$ cat config.mk
export PLATFORM = sky130hd
export DESIGN_NAME = hese_term_scheduler
export DESIGN_NICKNAME = d
export VERILOG_FILES = /design/src/rtl/hese_pkg.sv /design/src/rtl/hese_lane_budget.sv /design/src/rtl/hese_term_scheduler.sv
export SDC_FILE = /design/constraint.sdc
export NUM_CORES = 1
export LEC_CHECK = 0
export BUFFER_PORTS_ARGS = -buffer_cell sky130_fd_sc_hd__buf_2
export CAP_MARGIN = 25
export CORE_MARGIN = 4
export CORE_UTILIZATION = 40
export CTS_BUF_LIST = sky130_fd_sc_hd__clkbuf_8
export DETAILED_ROUTE_END_ITERATION = 12
export GPL_TIMING_DRIVEN = 0
export PLACE_DENSITY_LB_ADDON = 0.2
export SETUP_SLACK_MARGIN = 0.3
export SKIP_LAST_GASP = 1
export SYNTH_ARGS = -nofsm -noshare
export SYNTH_HDL_FRONTEND = slang
export SYNTH_HIERARCHICAL = 1
export SYNTH_SLANG_ARGS = --single-unit
$ cat constraint.sdc
create_clock -name clk -period 2.2 [get_ports clk]
set_clock_uncertainty 0.1 [all_clocks]
set_input_delay 0.44 -clock clk [delete_from_list [all_inputs] [get_ports clk]]
set_output_delay 0.44 -clock clk [all_outputs]
set_load 0.02 [all_outputs]
$ cat src/rtl/hese_pkg.sv
// Shared definitions for the HESE term scheduler.
// Holds the default geometry (lanes, word width, counter widths) and the
// scheduler FSM state type.
package hese_pkg;

    localparam int unsigned DEF_LANES = 4;
    localparam int unsigned DEF_W     = 8;
    localparam int unsigned DEF_BUD_W = $clog2(DEF_W + 2);
    localparam int unsigned DEF_CNT_W = $clog2(DEF_W + 3);

    typedef enum logic [1:0] {
        StIdle,
        StShift,
        StDrain,
        StDone
    } state_e;

endpackage

$ cat src/rtl/hese_lane_budget.sv
// One encoder lane of the HESE term scheduler.
// Serializes the latched word MSB-first with a zero guard bit on each side,
// drives the encoder power_on from a falling-edge flop, and keeps only the
// first `budget` nonzero digits returned by the encoder.
//
// Ports:
//   clk, reset       system clock, async active-high reset
//   accept           load word/budget and clear per-op state
//   word, budget     lane word and term budget to latch on accept
//   shifting         scheduler is in SHIFT (advance the serializer)
//   power_window     scheduler is in SHIFT or DRAIN
//   term_valid       current encoder digit is a real slot
//   enc_output/sign  digit magnitude/sign from the encoder
//   enc_input        serial bit to the encoder
//   enc_power_on     encoder clock enable (changes on falling edge)
//   term_mag/sign    kept digit
//   kept_cnt         digits kept this op
//   dropped          a nonzero digit was masked this op
module hese_lane_budget
    import hese_pkg::*;
#(
    parameter int unsigned W     = DEF_W,
    parameter int unsigned BUD_W = DEF_BUD_W
) (
    input  logic             clk,
    input  logic             reset,
    input  logic             accept,
    input  logic [W-1:0]     word,
    input  logic [BUD_W-1:0] budget,
    input  logic             shifting,
    input  logic             power_window,
    input  logic             term_valid,
    input  logic             enc_output,
    input  logic             enc_sign,
    output logic             enc_input,
    output logic             enc_power_on,
    output logic             term_mag,
    output logic             term_sign,
    output logic [BUD_W-1:0] kept_cnt,
    output logic             dropped
);

    // Stream s_0..s_{W+1} = 0, b_{W-1}..b_0, 0; the MSB is the current bit.
    logic [W+1:0]     sreg_q;
    logic             nz_q;
    logic [BUD_W-1:0] budget_q;
    logic [BUD_W-1:0] cnt_q;
    logic             dropped_q;
    logic             power_q;

    logic digit_nz;
    logic under_budget;
    logic keep;

    // A zero word never powers its encoder, so its stale output is ignored.
    assign digit_nz     = term_valid & nz_q & enc_output;
    assign under_budget = cnt_q < budget_q;
    assign keep         = digit_nz & under_budget;

    always_ff @(posedge clk or posedge reset) begin
        if (reset) begin
            sreg_q    <= '0;
            nz_q      <= 1'b0;
            budget_q  <= '0;
            cnt_q     <= '0;
            dropped_q <= 1'b0;
        end else if (accept) begin
            sreg_q    <= {1'b0, word, 1'b0};
            nz_q      <= |word;
            budget_q  <= budget;
            cnt_q     <= '0;
            dropped_q <= 1'b0;
        end else begin
            if (shifting) begin
                sreg_q <= {sreg_q[W:0], 1'b0};
            end
            if (keep) begin
                cnt_q <= cnt_q + 1'b1;
            end
            if (digit_nz && !under_budget) begin
                dropped_q <= 1'b1;
            end
        end
    end

    // Updated while clk is low so clk & power_on never glitches.
    always_ff @(negedge clk or posedge reset) begin
        if (reset) begin
            power_q <= 1'b0;
        end else begin
            power_q <= power_window & nz_q;
        end
    end

    assign enc_input    = shifting & sreg_q[W+1];
    assign enc_power_on = power_q;
    assign term_mag     = keep;
    assign term_sign    = keep & enc_sign;
    assign kept_cnt     = cnt_q;
    assign dropped      = dropped_q;

endmodule

$ cat src/rtl/hese_term_scheduler.sv
// HESE term scheduler: drives LANES bit-serial HESE encoders in lock-step
// and emits their budget-limited signed-digit terms, MSB weight first.
//
// Ports:
//   clk, reset          system clock, async active-high reset
//   in_valid/in_ready   word-set handshake (ready only in IDLE)
//   in_data, in_budget  lane words and per-lane term budget
//   enc_input           serial bits to the encoders
//   enc_power_on        encoder clock enables
//   enc_output/enc_sign digit stream from the encoders
//   term_valid          digit slot valid for all lanes
//   term_mag/term_sign  kept digit per lane
//   term_weight         exponent k of the current slot
//   term_last           asserted with the k=0 slot
//   done                one-cycle pulse after the last slot
//   kept_cnt, dropped   per-lane results, held until the next accept
//
// Op timeline (cycle 0 = first SHIFT cycle): SHIFT 0..W+1, DRAIN W+2,
// DONE W+3. Encoder digit of weight k is presented in cycle W+2-k.
module hese_term_scheduler
    import hese_pkg::*;
#(
    parameter int unsigned LANES = DEF_LANES,
    parameter int unsigned W     = DEF_W,
    parameter int unsigned BUD_W = $clog2(W + 2),
    parameter int unsigned CNT_W = $clog2(W + 3)
) (
    input  logic                   clk,
    input  logic                   reset,
    input  logic                   in_valid,
    output logic                   in_ready,
    input  logic [LANES*W-1:0]     in_data,
    input  logic [BUD_W-1:0]       in_budget,
    output logic [LANES-1:0]       enc_input,
    output logic [LANES-1:0]       enc_power_on,
    input  logic [LANES-1:0]       enc_output,
    input  logic [LANES-1:0]       enc_sign,
    output logic                   term_valid,
    output logic [LANES-1:0]       term_mag,
    output logic [LANES-1:0]       term_sign,
    output logic [CNT_W-1:0]       term_weight,
    output logic                   term_last,
    output logic                   done,
    output logic [LANES*BUD_W-1:0] kept_cnt,
    output logic [LANES-1:0]       dropped
);

    localparam logic [CNT_W-1:0] SeqShiftLast = CNT_W'(W + 1);
    localparam logic [CNT_W-1:0] SeqFirstTerm = CNT_W'(2);
    localparam logic [CNT_W-1:0] SeqLastTerm  = CNT_W'(W + 2);

    state_e           state_q, state_d;
    logic [CNT_W-1:0] seq_q, seq_d;

    logic             in_ready_q, in_ready_d;
    logic             term_valid_q, term_valid_d;
    logic [CNT_W-1:0] term_weight_q, term_weight_d;
    logic             term_last_q, term_last_d;
    logic             done_q, done_d;

    logic accept;
    logic shifting;
    logic power_window;

    assign accept       = in_valid & in_ready_q;
    assign shifting     = (state_q == StShift);
    assign power_window = (state_q == StShift) || (state_q == StDrain);

    always_comb begin
        state_d = state_q;
        seq_d   = seq_q;
        unique case (state_q)
            StIdle: begin
                if (accept) begin
                    state_d = StShift;
                    seq_d   = '0;
                end
            end
            StShift: begin
                seq_d = seq_q + 1'b1;
                if (seq_q == SeqShiftLast) begin
                    state_d = StDrain;
                end
            end
            StDrain: begin
                seq_d   = seq_q + 1'b1;
                state_d = StDone;
            end
            StDone: begin
                seq_d   = '0;
                state_d = StIdle;
            end
            default: begin
                seq_d   = '0;
                state_d = StIdle;
            end
        endcase
    end

    // Outputs are registered from the next state so they line up with it.
    // The slot at seq 1 carries stale encoder state and is never valid.
    always_comb begin
        term_valid_d  = ((state_d == StShift) || (state_d == StDrain)) &&
                        (seq_d >= SeqFirstTerm) && (seq_d <= SeqLastTerm);
        term_weight_d = term_valid_d ? (SeqLastTerm - seq_d) : '0;
        term_last_d   = term_valid_d && (seq_d == SeqLastTerm);
        done_d        = (state_d == StDone);
        in_ready_d    = (state_d == StIdle);
    end

    always_ff @(posedge clk or posedge reset) begin
        if (reset) begin
            state_q       <= StIdle;
            seq_q         <= '0;
            in_ready_q    <= 1'b1;
            term_valid_q  <= 1'b0;
            term_weight_q <= '0;
            term_last_q   <= 1'b0;
            done_q        <= 1'b0;
        end else begin
            state_q       <= state_d;
            seq_q         <= seq_d;
            in_ready_q    <= in_ready_d;
            term_valid_q  <= term_valid_d;
            term_weight_q <= term_weight_d;
            term_last_q   <= term_last_d;
            done_q        <= done_d;
        end
    end

    for (genvar i = 0; i < LANES; i++) begin : g_lane
        hese_lane_budget #(
            .W     (W),
            .BUD_W (BUD_W)
        ) u_lane (
            .clk          (clk),
            .reset        (reset),
            .accept       (accept),
            .word         (in_data[i*W +: W]),
            .budget       (in_budget),
            .shifting     (shifting),
            .power_window (power_window),
            .term_valid   (term_valid_q),
            .enc_output   (enc_output[i]),
            .enc_sign     (enc_sign[i]),
            .enc_input    (enc_input[i]),
            .enc_power_on (enc_power_on[i]),
            .term_mag     (term_mag[i]),
            .term_sign    (term_sign[i]),
            .kept_cnt     (kept_cnt[i*BUD_W +: BUD_W]),
            .dropped      (dropped[i])
        );
    end

    assign in_ready    = in_ready_q;
    assign term_valid  = term_valid_q;
    assign term_weight = term_weight_q;
    assign term_last   = term_last_q;
    assign done        = done_q;

endmodule

==> results by group <==
Critical path
  – Worst path cell trace: buf_6
  – CP Data Required Time: 1660 ps
  – CP Class: register to primary output
  – Crit path max-delay family: flip-flops
  – CP Capture Type: primary output
  – Startpoint Class: register
  – Critical path buffers and inverters: 1
  – CP arrival: 1970 ps
  – Crit path max fanout: 1
  – Highest-delay cell along the critical path: dfrtn_1
  – Max incr delay on CP: 410 ps

Synth
  – Syn nets: 534
  – Yosys cell types: 41
  – Main combinational cell family by area after synthesis: simple AND/OR/NAND/NOR gates
  – Top post-synthesis cells by count: 89 x dfrtp_1, 52 x o21ai_0, 47 x nand2_1
  – Number of synthesized flops with an enable pin: 0
  – Yosys warning count: 6
  – Synthesized area per cell: 10.1 µm²
  – Seq/Total Area, Yosys: 0.505
  – Synth top area share: 0.478
  – Most used DFF post-synth: dfrtp_1
  – Post-Synth Simple-Gate Area: 0.160
  – Top post-synthesis cells by area: dfrtp_1 48%, ha_1 6.4%, mux2i_1 6.2%
  – Post-synthesis adder-cell area fraction: 0.0644
  – Synth area leader: dfrtp_1
  – Mux contribution to synthesized area: 0.0720
  – Syn Inst Count: 463
  – Netlist Area Pre-Place: 4660 µm²
  – Async SR Flop Fraction: 1.00
  – Synth Area in XOR/XNOR: 0.00188
  – Post-synthesis compound-gate area fraction: 0.154
  – #FFs+latches synth: 94
  – Top-count cell post-synth: dfrtp_1

Routing
  – Avg WL per Cell: 16.2 µm
  – Routed via count: 4163
  – Number of vias per cell: 5.27
  – Initial DRT Pass Iterations: 4
  – Final wirelength: 12.8 mm
  – Iteration-0 DRC Markers: 282
  – DRC errors left: 0
  – Final ANT Viol Nets: 0

Timing
  – Setup-failing EPs final: 15
  – Slew headroom: 0.625
  – Final TNS setup: -1740 ps
  – Tightest Pin Transition: 563 ps
  – Final hold viol count: 0
  – Final setup margin: -312 ps
  – RSZ-0062 raised after global routing: true
  – Pins Over Slew Limit: 0

Pwr
  – Switching Power: 0.00336 W
  – Total Power: 0.00880 W
  – Logic pwr share: 0.560
  – Sw frac: 0.382
  – Static Leak: 3.22 nW
  – Internal power: 0.00544 W
  – Clock power frac: 0.127
  – Reg power frac: 0.312
  – Maximum VDD drop: 597 µV
  – PwrDens: 1270 nW/µm²

Floorplanning
  – I/O pin total: 91
  – Core area: 11400 µm²
  – Initial Util: 0.408
  – Die Height: 116 µm
  – Row count: 39
  – Die area: 13400 µm²
  – Die outline width: 116 µm

Clock tree
  – Clk buf depth: 2
  – H-tree levels: 3
  – Clock-pin slew on the worst setup and hold paths: 90 ps
  – Clock Latency Late Sink: 360 ps
  – Clock sink total: 94
  – CTS tree: done
  – Inserted Clock Buffers: 9
  – Root buf cell: clkbuf_8

Placed design
  – IO buf count: 90
  – Post-DP HPWL: 7.82 mm
  – DP Worst Slack: -178 ps
  – GP Congestion: 0.828
  – Placement-stage cell area: 5360 µm²

Min path
  – Hold Crit Class: primary input to asynchronous set/reset pin

Global route
  – First-pass GRT wire length: 19.9 mm
  – Largest net degree at the start of global routing: 21
  – M2 GR Usage: 0.309
  – Congestion Overflow GR: 0
  – M3 GR Usage: 0.0272
  – Number of global-route vias before repair: 4105
  – Initial antenna violation count: 0
  – Gr usage total: 0.186
  – Met1 Use GR: 0.249
  – Grt peak-use layer: met2

Run status
  – Status: complete, but fails checks
  – Failing checks: negative setup slack

Layout
  – Fin nets: 713
  – # diodes: 0
  – Area growth from synthesis to final layout: 48.5%
  – Final Cell Area: 6920 µm²
  – Share of cells above drive strength 1: 0.495

Run
  – Max Cap Viol: 0
==> layer usage <==
metal | share of wire | vias to the layer above | wire [µm]
met2 | 0.50 | 101 | 6350
met3 | 0.049 | 19 | 628
met4 | 0.017 | 0 | 221
met1 | 0.44 | 2044 | 5600
li1 | - | 1999 | -
met5 | 0 | - | 0
==> worst paths after layout <==
check,start,endpoint,slack [ps],cells after the start
hold / removal,reset,g_lane[1].u_lane/budget_q[3]$_DFFE_PP0P_,80,2
min in group clk,in_data[19],g_lane[2].u_lane/sreg_q[4]$_DFFE_PP0P_,200,3
hold reg to reg,g_lane[3].u_lane/dropped$_DFFE_PP0P_,g_lane[3].u_lane/dropped$_DFFE_PP0P_,400,2
max in group asynchronous,reset,g_lane[0].u_lane/enc_power_on$_DFF_NP0_,580,2
setup reg to reg,state_q[1]$_DFF_PP0_,g_lane[0].u_lane/enc_power_on$_DFF_NP0_,-70,3
setup / recovery,g_lane[2].u_lane/enc_power_on$_DFF_NP0_,enc_power_on[2],-310,1
==> kinds of logic (layout without fill, tap and decap cells) <==
logic type	Yosys count	in the layout
AOI/OAI and AO/OA	117	117
buffers and inverters	51	235
adders and majority gates	24	24
xor gates and xnor gates	1	1
DFF	94	94
and+or+nand+nor	143	143
muxes	33	33
==> power groups by stage <==
stage | Clock [W] | Sequential [W] | Combinational [W]
after floorplan | 0 | 0.00277 | 0.00196
after global placement | 0 | 0.00269 | 0.00273
after detailed placement | 0 | 0.00271 | 0.00280
after CTS | 0.00116 | 0.00270 | 0.00403
after global routing | 0.00124 | 0.00283 | 0.00531
final | 0.00112 | 0.00275 | 0.00493
==> worst register-to-register path: cells and delay by family (launching register included) <==
family / cells / cell delay (ps)
fa+ha+maj: 1 / 260
buf+inv: 1 / 100
flops: 1 / 400
simple gates: 1 / 150
==> through the flow <==
stage          hold slack (ps)  utilization  cells
2_1_floorplan              193            -    463
3_3_place_gp               376        0.469    696
3_5_place_dp               382        0.469    696
4_1_cts                   80.6        0.557    763
5_1_grt                    108        0.606    790
6_report                  83.1        0.606    790
==> flip-flops by register name, summed over array words and instances (netlist names), 4 cells and up <==
| name | flops |
|---|---|
| g_lane.u_lane/budget_q | 16 |
| g_lane.u_lane/dropped | 4 |
| g_lane.u_lane/enc_power_on | 4 |
| g_lane.u_lane/kept_cnt | 16 |
| g_lane.u_lane/nz_q | 4 |
| g_lane.u_lane/sreg_q | 36 |
| seq_q | 4 |
| term_weight | 4 |
==> cell type report <==
type,instances,area (µm²)
Multi-Input combinational cell,318,2680
Clock inverter,7,65.1
Clock buffer,9,124
Sequential cell,94,2360
Buffer,17,149
Timing Repair Buffer,168,1210
Tap cell,143,179
Fill cell,950,4500
Inverter,34,146
==> placed cells by master, fill, tap and decap left out, drive strengths merged, types with 14 or more instances in the layout <==
| master | instances |
|---|---|
| buf | 176 |
| dfrtp | 89 |
| o21ai | 56 |
| nand2 | 47 |
| inv | 31 |
| mux2i | 29 |
| a21oi | 26 |
| nor2 | 25 |
| ha | 24 |
| clkbuf | 18 |
| nand3 | 14 |
==> repair_timing <==
action,CTS,global route
setup endpoints to repair,79,67
buffers inserted,50,27
endpoints found under the hold margin,0,0
hold buffers,0,0
pin swaps,45,48
gates resized for setup,105,96
gates cloned,1,0
Power figures use the tool's default switching activity.
